===== src/rtl/twiddle_angle_seq.sv =====
// Streams float32 CORDIC twiddle angles for any radix-2 stage of a 2^MAX_LOG2N-point FFT.
// One element per cycle over valid/ready; the output register doubles as the table read register.
module twiddle_angle_seq #(
  parameter int MAX_LOG2N = 7,
  parameter int STG_W     = $clog2(MAX_LOG2N + 1)
) (
  input  logic                 i_clk,
  input  logic                 i_rst,
  input  logic                 i_start,
  input  logic [STG_W-1:0]     i_stage,
  input  logic                 i_inverse,
  input  logic                 i_ready,
  output logic [31:0]          o_data,
  output logic                 o_valid,
  output logic [MAX_LOG2N-2:0] o_k,
  output logic                 o_last,
  output logic                 o_busy,
  output logic                 o_done,
  output logic                 o_err
);
  localparam int KW = MAX_LOG2N - 1;
  localparam int T  = 1 << KW;
  localparam logic [1:0] S_IDLE = 2'd0, S_RUN = 2'd1, S_DRAIN = 2'd2;

  // Round the double -j*pi/T to the nearest float32 (ties to even).
  function automatic logic [31:0] ang_f32(input int j);
    real         a;
    logic [63:0] b;
    logic [23:0] m;
    logic [7:0]  e;
    if (j == 0) return 32'h0;
    a = -(real'(j) * 3.14159265358979323846) / real'(T);
    b = $realtobits(a);
    m = {1'b0, b[51:29]};
    if (b[28] && ((|b[27:0]) || m[0])) m = m + 24'd1;
    e = 8'(int'(b[62:52]) - 896 + int'(m[23]));
    return {b[63], e, m[22:0]};
  endfunction

  function automatic logic [(1<<STG_W)-1:0] legal_mask();
    logic [(1<<STG_W)-1:0] msk;
    msk = '0;
    for (int i = 1; i <= MAX_LOG2N; i++) msk[i] = 1'b1;
    return msk;
  endfunction

  localparam logic [(1<<STG_W)-1:0] LEGAL = legal_mask();

  logic [31:0] rom [T];
  for (genvar j = 0; j < T; j++) begin : g_rom
    localparam logic [31:0] ENT = ang_f32(j);
    assign rom[j] = ENT;
  end

  logic [1:0]       state_q, state_d;
  logic [KW-1:0]    n_q, n_d;
  logic [STG_W-1:0] stg_q, stg_d;
  logic             inv_q, inv_d;
  logic [31:0]      data_q, data_d;
  logic             valid_q, valid_d;
  logic [KW-1:0]    k_q, k_d;
  logic             last_q, last_d;
  logic             err_q, err_d;
  logic             done;

  logic             ld, ld_inv;
  logic [STG_W-1:0] ld_stg, sh;
  logic [KW-1:0]    ld_n, kmask, kv, idx;

  always_comb begin
    state_d = state_q;
    n_d     = n_q;
    stg_d   = stg_q;
    inv_d   = inv_q;
    data_d  = data_q;
    valid_d = valid_q;
    k_d     = k_q;
    last_d  = last_q;
    err_d   = 1'b0;
    done    = 1'b0;
    ld      = 1'b0;
    ld_stg  = stg_q;
    ld_inv  = inv_q;
    ld_n    = n_q;

    case (state_q)
      S_IDLE: begin
        if (i_start) begin
          if (LEGAL[i_stage]) begin
            // Element 0 is loaded on the accepting edge so it is visible next cycle.
            ld     = 1'b1;
            ld_stg = i_stage;
            ld_inv = i_inverse;
            ld_n   = '0;
            stg_d  = i_stage;
            inv_d  = i_inverse;
          end else begin
            err_d = 1'b1;
          end
        end
      end
      S_RUN:   ld = !valid_q || i_ready;
      S_DRAIN: begin
        if (valid_q && i_ready) begin
          valid_d = 1'b0;
          last_d  = 1'b0;
          done    = 1'b1;
          state_d = S_IDLE;
        end
      end
      default: state_d = S_IDLE;
    endcase

    // k is the low (s-1) bits of the flat element count; the table index is k scaled to T.
    sh    = STG_W'(MAX_LOG2N) - ld_stg;
    kmask = {KW{1'b1}} >> sh;
    kv    = ld_n & kmask;
    idx   = kv << sh;

    if (ld) begin
      data_d  = rom[idx] ^ {ld_inv && (kv != '0), 31'b0};
      k_d     = kv;
      valid_d = 1'b1;
      last_d  = (ld_n == KW'(T - 1));
      if (ld_n == KW'(T - 1)) begin
        state_d = S_DRAIN;
      end else begin
        state_d = S_RUN;
        n_d     = ld_n + KW'(1);
      end
    end
  end

  always_ff @(posedge i_clk) begin
    if (i_rst) begin
      state_q <= S_IDLE;
      n_q     <= '0;
      stg_q   <= '0;
      inv_q   <= 1'b0;
      data_q  <= '0;
      valid_q <= 1'b0;
      k_q     <= '0;
      last_q  <= 1'b0;
      err_q   <= 1'b0;
    end else begin
      state_q <= state_d;
      n_q     <= n_d;
      stg_q   <= stg_d;
      inv_q   <= inv_d;
      data_q  <= data_d;
      valid_q <= valid_d;
      k_q     <= k_d;
      last_q  <= last_d;
      err_q   <= err_d;
    end
  end

  assign o_data  = data_q;
  assign o_valid = valid_q;
  assign o_k     = k_q;
  assign o_last  = last_q;
  assign o_busy  = (state_q != S_IDLE);
  assign o_done  = done;
  assign o_err   = err_q;
endmodule

===== config.mk =====
export PLATFORM = sky130hd
export DESIGN_NAME = twiddle_angle_seq
export DESIGN_NICKNAME = d
export VERILOG_FILES = /design/src/rtl/twiddle_angle_seq.sv
export SDC_FILE = /design/constraint.sdc
export NUM_CORES = 1
export LEC_CHECK = 0
export ABC_AREA = 0
export CAP_MARGIN = 20
export CORE_ASPECT_RATIO = 0.75
export CORE_MARGIN = 5
export CORE_UTILIZATION = 58
export DETAILED_ROUTE_END_ITERATION = 10
export MAX_ROUTING_LAYER = met4
export PLACE_DENSITY = 0.82
export SYNTH_ARGS = -nofsm -noshare
export SYNTH_HDL_FRONTEND = slang
export SYNTH_SLANG_ARGS = --single-unit

===== constraint.sdc =====
create_clock -name i_clk -period 4.25 [get_ports i_clk]
set_input_delay 0.6375 -clock i_clk [delete_from_list [all_inputs] [get_ports i_clk]]
set_output_delay 0.6375 -clock i_clk [all_outputs]
set_load 0.02 [all_outputs]

# After elaboration in Yosys (flattened, before gate mapping)

Memory sizes are Yosys's and may differ from the RTL's.
Cells that the tools add are included.

Register bits after elaboration: 53
Bits in read-only memories: 2056
Input port bits: 8
Output and inout bits: 43
Memories kept: 2

Add/sub/neg operators: 2
Order comparisons: 2
Equality and inequality tests: 5
Shift operators: 2
Multiplexer cells: 26
Bitwise logic cells: 6
Reduce and logical (&&, ||, !) cells: 14

Memories:

| memory           | words | bits a word | read ports | clocked after memory_dff | write ports | line | RTL |
|---|---|---|---|---|---|---|---|
| (name not given) | 64    | 32          | 1          | 0                        | 0           | 121  | `data_d = rom[idx] ^ {ld_inv && (kv != '0), 31'b0};` |
| (name not given) | 8     | 1           | 1          | 0                        | 0           | 89   | `if (LEGAL[i_stage]) begin` |

Operators by type and width:

| operator              | count |
|---|---|
| $mux W32              | 2 |
| $xor A32 B32 Y32      | 1 |
| $mux W6               | 3 |
| $mux W1               | 13 |
| $mux W3               | 3 |
| $ge A7 B7 Y1 const B  | 1 |
| $not A6 Y7            | 1 |
| $add A6 B1 Y6 const B | 1 |
| $and A6 B6 Y6         | 1 |
| $eq A6 B6 Y1 const B  | 1 |
| $mux W2               | 3 |
| $reduce_and A2 Y1     | 3 |
| $reduce_bool A2 Y1    | 3 |
| $reduce_bool A6 Y1    | 1 |
| $shl A6 B3 Y6         | 1 |
| $shr A6 B3 Y6 const A | 1 |
| $lt A3 B4 Y1 const B  | 1 |
| $pmux W2 S2           | 1 |
| $ne A3 B3 Y1 const B  | 1 |
| $not A1 Y1            | 3 |
| $reduce_or A3 Y1      | 1 |
| $sub A3 B3 Y3 const A | 1 |
| $eq A2 B1 Y1 const B  | 1 |
| $eq A2 B2 Y1 const B  | 1 |
| 7 further kinds       | 8 |

# Longest topological paths before layout

Gate-level depths: netlist (run 1).

Depth in word-level cells: 14
Mapped depth: 13
Gate-level depth less buffers: 10

# Least setup slack after synthesis (run 1)

OpenSTA, ideal clock, no wires.

Kind: input to register
From: input port i_stage[1]
To: register data_q[16], in the netlist o_data[16]
Setup time: 0.058 ns
Data arrival time: 3.438 ns
Data required time: 4.192 ns
Slack: 0.754 ns
Cell stages on the path: 11
Buffers on the path: 2
Cell sequence: or3b_2 o211ai_1 nand3_1 inv_1 buf_2 ha_1 clkbuf_1 nand3_1 nor3b_1 a2111oi_0 a211o_1

Longest elaborated chain between the ends: 14
Elaborated cells between the ends (all ways): 20
Classes of those cells: 1 x add/sub; 2 x shift; 12 x mux; 3 x bitwise; 2 x memory

Ends and longest elaborated chain:

| what                                        | line | RTL |
|---|---|---|
| start, declared                             | 10   | `input logic [STG_W-1:0] i_stage,` |
| $mem_v2 Z8 W1                               | --   |  |
| $mux W1 (not written as such)               | 89   |  |
| $mux W3                                     | 89   |  |
| $mux W3                                     | 88   | `if (i_start) begin` |
| $mux W3                                     | --   |  |
| $sub A3 B3 Y3                               | 115  | `sh = STG_W'(MAX_LOG2N) - ld_stg;` |
| $shr A6 B3 Y6                               | 116  | `kmask = {KW{1'b1}} >> sh;` |
| $and A6 B6 Y6                               | 117  | `kv = ld_n & kmask;` |
| $shl A6 B3 Y6                               | 118  | `idx = kv << sh;` |
| $not A6 Y7 (not written as such)            | 121  |  |
| $mem_v2 Z64 W32                             | --   |  |
| $mux W32 (not written as such) (2 in a row) | 121  |  |
| $xor A32 B32 Y32                            | 121  |  |
| end signal, assigned                        | 150  | `data_q <= data_d;` |
| end, declared                               | 59   | `logic [31:0] data_q, data_d;` |

Parallel ways exist; a longest one is shown, timed or not. The select of a mux whose other input is x is not followed.
A chain may end at the register's enable or synchronous reset.

# Worst setup path after layout (run 1)

From: input port i_start
To: register data_q[1], in the netlist o_data[1]

Longest elaborated chain between the ends: 11
Elaborated cells between the ends (all ways): 15
Classes of those cells: 1 x add/sub; 2 x shift; 8 x mux; 3 x bitwise; 1 x memory

Ends and longest elaborated chain:

| what                                        | line | RTL |
|---|---|---|
| start, declared                             | 9    | `input logic i_start,` |
| $mux W3                                     | 88   |  |
| $mux W3                                     | --   |  |
| $sub A3 B3 Y3                               | 115  |  |
| $shr A6 B3 Y6                               | 116  |  |
| $and A6 B6 Y6                               | 117  |  |
| $shl A6 B3 Y6                               | 118  |  |
| $not A6 Y7 (not written as such)            | 121  |  |
| $mem_v2 Z64 W32                             | --   |  |
| $mux W32 (not written as such) (2 in a row) | 121  |  |
| $xor A32 B32 Y32                            | 121  |  |

Parallel ways exist; a longest one is shown, timed or not. The select of a mux whose other input is x is not followed.

==> run summary, run 1 <==
status: finished, final reports clean
Placer Congestion: 1.132
vias in the first global route: 5,054
Mapped Nets: 633
share of the synthesized area in the top cell type: 22.68%
Slew HR: 37.00%
Final setup viols: 0
# rows: 27
RSZ-0062 raised after global routing: false
wire per inst: 23.29 um
post-route minimum period: 3.826 ns
metal3 WL: 2956 um
Post-synth top cells: 71 x nand2_1, 61 x nor2_1, 50 x dfxtp_1
CTS tree: done
Max Transition Viols Final: 0
global-route wire length before repair: 28,080 um
Synth Instances: 609
DR vias: 5,590
GR Overflow Total: 0
Max H-tree Level: 2
kind of critical path: in -> reg
largest net degree at the start of global routing: 30
clock skew: 0.006823 ns
clock buffer depth: 2
top cells by area, synth: dfxtp_1 23%, nand2_1 6.0%, a21oi_1 5.2%
all-layer global routing usage: 37.30%
Power Density: 242.4 nW/um2
min-delay worst type: reg -> reg
layout cells sized above 1: 12.90%
antenna-violating nets left: 0
die area: 9473 um2
number of synthesized flops with an enable pin: 0
Iter 0 DRT Violations: 912
initial antenna violation count: 0
fin crit share: 90.03%
leading area contributor after synthesis: dfxtp_1
CTS buffer count: 5
Fillers: 640
number of I/O pins: 51
Static Leak: 1.984 nW
Core ar.: 7365 um2
average vias per placed instance: 7.355
hold-fix buffers at CTS: 0
max_cap viols: 0
final core occ: 71.59%
port bufs: 50
setup ws final: 0.4238 ns
Die H: 85.55 um
Seq/Total Area, Yosys: 22.68%
drt first pass iters: 9
DRT met1 WL: 7070 um
Async SR Flop Fraction: 0%
syn avg cell area: 7.248 um2
CP max FO: 29
nets@finish: 682
Post-DP Area: 5175 um2
Top FF cell, synth: dfxtp_1
Inserted Diodes: 0
final hold vios: 0
DRC Markers: 0
area taken by multi-input logic gates: 3100 um2
pre-CTS setup slack: 0.2322 ns
setup_tns: 0 ns
hpwl dp: 12,900 um
CTS Sinks: 50
synthesized cell area: 4414 um2
count leader, synth: nand2_1
fmax: 261.4 MHz
Clock Pin Slew Worst Setup and Hold Paths: 0.11 ns
Starting Density: 59.94%
Design Area, Final: 5273 um2
top sig layer: met4
DIE WIDTH: 110.7 um
WHS: 0.4627 ns
met2 wire length: 6905 um
Root Driver: clkbuf_8
maximum VDD drop: 0.1681 mV
crit end category: register
post-cts gate resize count: 0
Final Routed Wirelength: 17,700 um
Syn. warnings: 0
number of synthesized register bits: 50
WP data required: 4.49 ns
Yosys cell types: 80
Worst setup SP type: input port
Area growth syn-to-layout: 19.44%
slew of the pin with the lowest slew margin: 0.9351 ns
Worst-Skew Late Latency: 0.31 ns
Setup Buffers After CTS: 0
register area: 1001 um2
Worst Path Arrival: 4.07 ns
[metal layers]
| layer | vias up | GRT usage (%) |
|---|---|---|
| met4 | 0 | 13.31 |
| li1 | 2428 | - |
| met1 | 2527 | 51.58 |
| met5 | - | - |
| met3 | 105 | 11.50 |
| met2 | 530 | 50.83 |
[metrics by stage]
stage                     std cells  power [mW]
final                           760       1.278
after global placement          752      0.9506
after floorplan                 609      0.7919
after CTS                       760       1.263
after detailed placement        752      0.9552
after global routing            760       1.336
[power by group]
part | switching (mW) | total (mW) | internal [mW]
registers | 0.0273 | 0.525 | 0.498
logic | 0.270 | 0.439 | 0.169
clock network | 0.191 | 0.314 | 0.123
total | 0.489 | 1.28 | 0.790
[worst paths after layout]
path	from	endpoint	slack [ns]	cells after the start
worst min register to register	o_k[3]$_SDFFE_PP0P_	o_k[3]$_SDFFE_PP0P_	0.46	2
worst max register to register	state_q[0]$_SDFFE_PP0P_	o_data[1]$_SDFFE_PP0P_	0.83	9
worst max-delay path	i_start	o_data[1]$_SDFFE_PP0P_	0.42	10
worst min-delay path	o_k[3]$_SDFFE_PP0P_	o_k[3]$_SDFFE_PP0P_	0.46	2
[layout by cell type (no fill, tap or decap), types with 7 or more instances in the layout]
cell,count
nand2_1,71
nor2_1,60
buf_4,51
clkdlybuf4s50_1,50
dfxtp_1,50
a21oi_1,46
o21ai_0,43
nand3_1,25
o211ai_1,19
nor3_1,17
ha_1,16
a211oi_1,14
a31oi_1,12
inv_1,9
nand4_1,7
a32o_1,7
[state kept, by name, summed over array words and instances, names as in the netlist, 2 cells and up]
name     cells
o_k          6
state_q      2
n_q          6
stg_q        3
o_data      29
[kinds of logic after synthesis]
kind of cell	Yosys count	share of synthesized area, %
buf+inv	71	7.341
xor+xnor	3	0.5953
flops	50	22.68
simple gates	219	23.98
fa+ha+maj	16	4.535
compound gates	242	38.92
mux	8	1.956
[critical path, cell delays in order]
cell	delay, ns
clkdlybuf4s50_1	0.56
or3b_4	0.45
o21ai_1	0.47
nor2_1	0.22
a21oi_4	0.34
buf_4	0.38
mux2i_1	0.42
a21boi_0	0.15
and4_1	0.21
a211oi_1	0.20
[layout make-up]
class                      count  share of cell area [%]
clock inverter                 3                  0.5458
clock buffer                   5                   1.305
tap                          101                   2.397
inverter                      11                  0.8306
multi-input combinational    488                   58.80
sequential                    50                   18.98
timing repair buffer         102                   17.13
No activity file was read; power rests on OpenSTA's default activity.
==> run 2, diff against run 1 <==
--- a/config.mk
+++ b/config.mk
@@ -13,6 +13,7 @@
 export DETAILED_ROUTE_END_ITERATION = 10
 export MAX_ROUTING_LAYER = met4
 export PLACE_DENSITY = 0.82
+export SKIP_CTS_REPAIR_TIMING = 1
 export SYNTH_ARGS = -nofsm -noshare
 export SYNTH_HDL_FRONTEND = slang
 export SYNTH_SLANG_ARGS = --single-unit
==> results of run 2 <==
The final DEF is identical to that of run 1; final timing and power are the same.
==> run 3, diff against run 2 <==
--- a/config.mk
+++ b/config.mk
@@ -9,10 +9,11 @@
 export CAP_MARGIN = 20
 export CORE_ASPECT_RATIO = 0.75
 export CORE_MARGIN = 5
-export CORE_UTILIZATION = 58
+export CORE_UTILIZATION = 28
+export CTS_BUF_LIST = sky130_fd_sc_hd__clkbuf_8
+export CTS_CLUSTER_SIZE = 16
 export DETAILED_ROUTE_END_ITERATION = 10
 export MAX_ROUTING_LAYER = met4
-export PLACE_DENSITY = 0.82
 export SKIP_CTS_REPAIR_TIMING = 1
 export SYNTH_ARGS = -nofsm -noshare
 export SYNTH_HDL_FRONTEND = slang
==> run 3 against run 2 <==
Clock skew increased by 0.0099 ns. Critical path depth grew 1. Sequential power about the same. Total power is 2.6% higher. Design area grew 5.0%. Non-clock buffer count is 11 higher. Global-route usage is 16 points lower. Sequential cell count did not move. Via count shrank 2.1%. Core utilization decreased by 36 points. Critical path type unchanged. Largest power group unchanged. Highest routed layer unchanged.
==> run summary, run 3 (synthesized netlist as in run 1, its figures left out) <==
status: finished, final reports clean
kind of critical path: in -> reg
GR Overflow Total: 0 (unchanged)
CTS buffer count: 5 (unchanged)
setup_tns: 0 ns (unchanged)
layout cells sized above 1: 14.33% (+1.4 points)
Final setup viols: 0 (unchanged)
Psw: 0.5114 mW (+4.7%)
CTS tree: done
WP data required: 4.53 ns (+0.04 ns)
largest net degree at the start of global routing: 36 (+20%)
Root Driver: clkbuf_8
global-route wire length before repair: 30,240 um (+7.7%)
min-delay worst type: reg -> reg
setup ws final: 0.4332 ns (+0.009415 ns)
all-layer global routing usage: 21.25% (-16 points)
average vias per placed instance: 6.249 (-15%)
number of flip-flops in the largest register: 29 (unchanged)
CP max FO: 19 (-34%)
Slew HR: 44.36% (+7.4 points)
RSZ-0062 raised after global routing: false
crit end category: register
final hold vios: 0 (unchanged)
fmax: 262.0 MHz (+0.25%)
Power Density: 236.8 nW/um2 (-2.3%)
Design Area, Final: 5538 um2 (+5.0%)
# rows: 39 (+44%)
antenna-violating nets left: 0 (unchanged)
Clock Pin Slew Worst Setup and Hold Paths: 0.11 ns (about the same)
wire per inst: 22.37 um (-4.0%)
power share of the clock group: 25.2% (+0.6 points)
Die H: 118.7 um (+39%)
die area: 18,400 um2 (+94%)
DIE WIDTH: 155.0 um (+40%)
DR vias: 5,474 (-2.1%)
commonest non-fill, non-tap cell in the layout: nand2_1
fin crit share: 89.81% (-0.22 points)
Post-DP Area: 5438 um2 (+5.1%)
pre-CTS setup slack: 0.2221 ns (-0.01010 ns)
Worst-Skew Late Latency: 0.34 ns (+0.03 ns)
Min-Delay Path Depth: 2 (unchanged)
Static Leak: 2.052 nW (+3.4%)
Starting Density: 28.72% (-31 points)
sequential share of power: 40.1% (-1.0 points)
Area growth syn-to-layout: 25.45%
number of I/O pins: 51 (unchanged)
cell-internal power: 0.7998 mW (+1.3%)
drt first pass iters: 6 (-3)
Iter 0 DRT Violations: 785 (-14%)
Fillers: 1,618 (+150%)
hpwl dp: 14,380 um (+11%)
total power: 1.311 mW (+2.6%)
Worst Path Arrival: 4.10 ns (+0.03 ns)
register area: 1001 um2 (unchanged)
port bufs: 50 (unchanged)
Final Routed Wirelength: 19,600 um (+11%)
vias in the first global route: 4,985 (-1.4%)
most frequent cells in the layout: 71 x nand2_1, 60 x nor2_1, 58 x buf_4
CTS Sinks: 50 (unchanged)
Max H-tree Level: 2 (unchanged)
nets@finish: 693 (+1.6%)
area taken by multi-input logic gates: 3100 um2 (unchanged)
maximum VDD drop: 0.1209 mV (-28%)
WHS: 0.4604 ns (-0.002331 ns)
max_cap viols: 0 (unchanged)
switching fraction of total power: 39.00% (+0.78 points)
Placer Congestion: 0.9822 (-13%)
Logic pwr share: 34.8% (+0.4 points)
DRC Markers: 0 (unchanged)
fin cells: 876 (+15%)
Core ar.: 15,370 um2 (+110%)
slew of the pin with the lowest slew margin: 0.8315 ns (-0.1036 ns)
Worst setup SP type: input port
final core occ: 36.03% (-36 points)
clock skew: 0.01675 ns (+0.009924 ns)
Max Transition Viols Final: 0 (unchanged)
post-route minimum period: 3.817 ns (-0.009415 ns)
clock buffer depth: 2 (unchanged)
R2R depth: 10 (+1)
placed cells: 867 (+15%)
initial antenna violation count: 0 (unchanged)
[run 3: changes by cell type in the layout (fill, tap and decap cells not counted), sizes merged]
cell,delta
buf,+11
diode,+1
[run 3: final timing paths]
kind                             end                     from  slack (ns)
max          o_data[14]$_SDFFE_PP0P_                  i_start        0.43
min              o_k[2]$_SDFFE_PP0P_      o_k[2]$_SDFFE_PP0P_        0.46
max reg2reg  o_data[14]$_SDFFE_PP0P_  state_q[1]$_SDFFE_PP0P_        0.83
min reg2reg      o_k[2]$_SDFFE_PP0P_      o_k[2]$_SDFFE_PP0P_        0.46
[run 3: critical path, stage by stage]
cell	delay [ns]
clkdlybuf4s50_1	0.55
or3b_4	0.45
a211oi_4	0.29
mux2_4	0.36
a21oi_4	0.34
inv_4	0.19
nor2_1	0.51
o21ai_0	0.26
buf_4	0.19
a211oi_1	0.18
or3_1	0.13
[run 3: metal layers]
metal	up-vias	part of all wire [%]	track usage, %	wire (um)
met1	2609	44	31.52	8623
met4	0	1.7	4.909	338
met2	382	41	28.37	8088
met3	36	13	5.517	2547
met5	-	0	-	0
li1	2447	-	-	-
[run 3: cell type report]
class / count / share of cell area, %
inverters: 11 / 0.7908
clock inverters: 3 / 0.5197
repair buffers: 113 / 18.71
well taps: 205 / 4.632
multi-input cells: 488 / 55.99
diodes: 1 / 0.04519
clock buffers: 5 / 1.243
flip-flops and latches: 50 / 18.08
[run 3: power groups by stage]
stage	Combinational [mW]	Sequential, mW	Clock, mW
2_1_floorplan	0.239	0.553	0
3_3_place_gp	0.445	0.535	0
3_5_place_dp	0.445	0.536	0
4_1_cts	0.446	0.526	0.333
5_1_grt	0.485	0.530	0.359
6_report	0.456	0.525	0.330
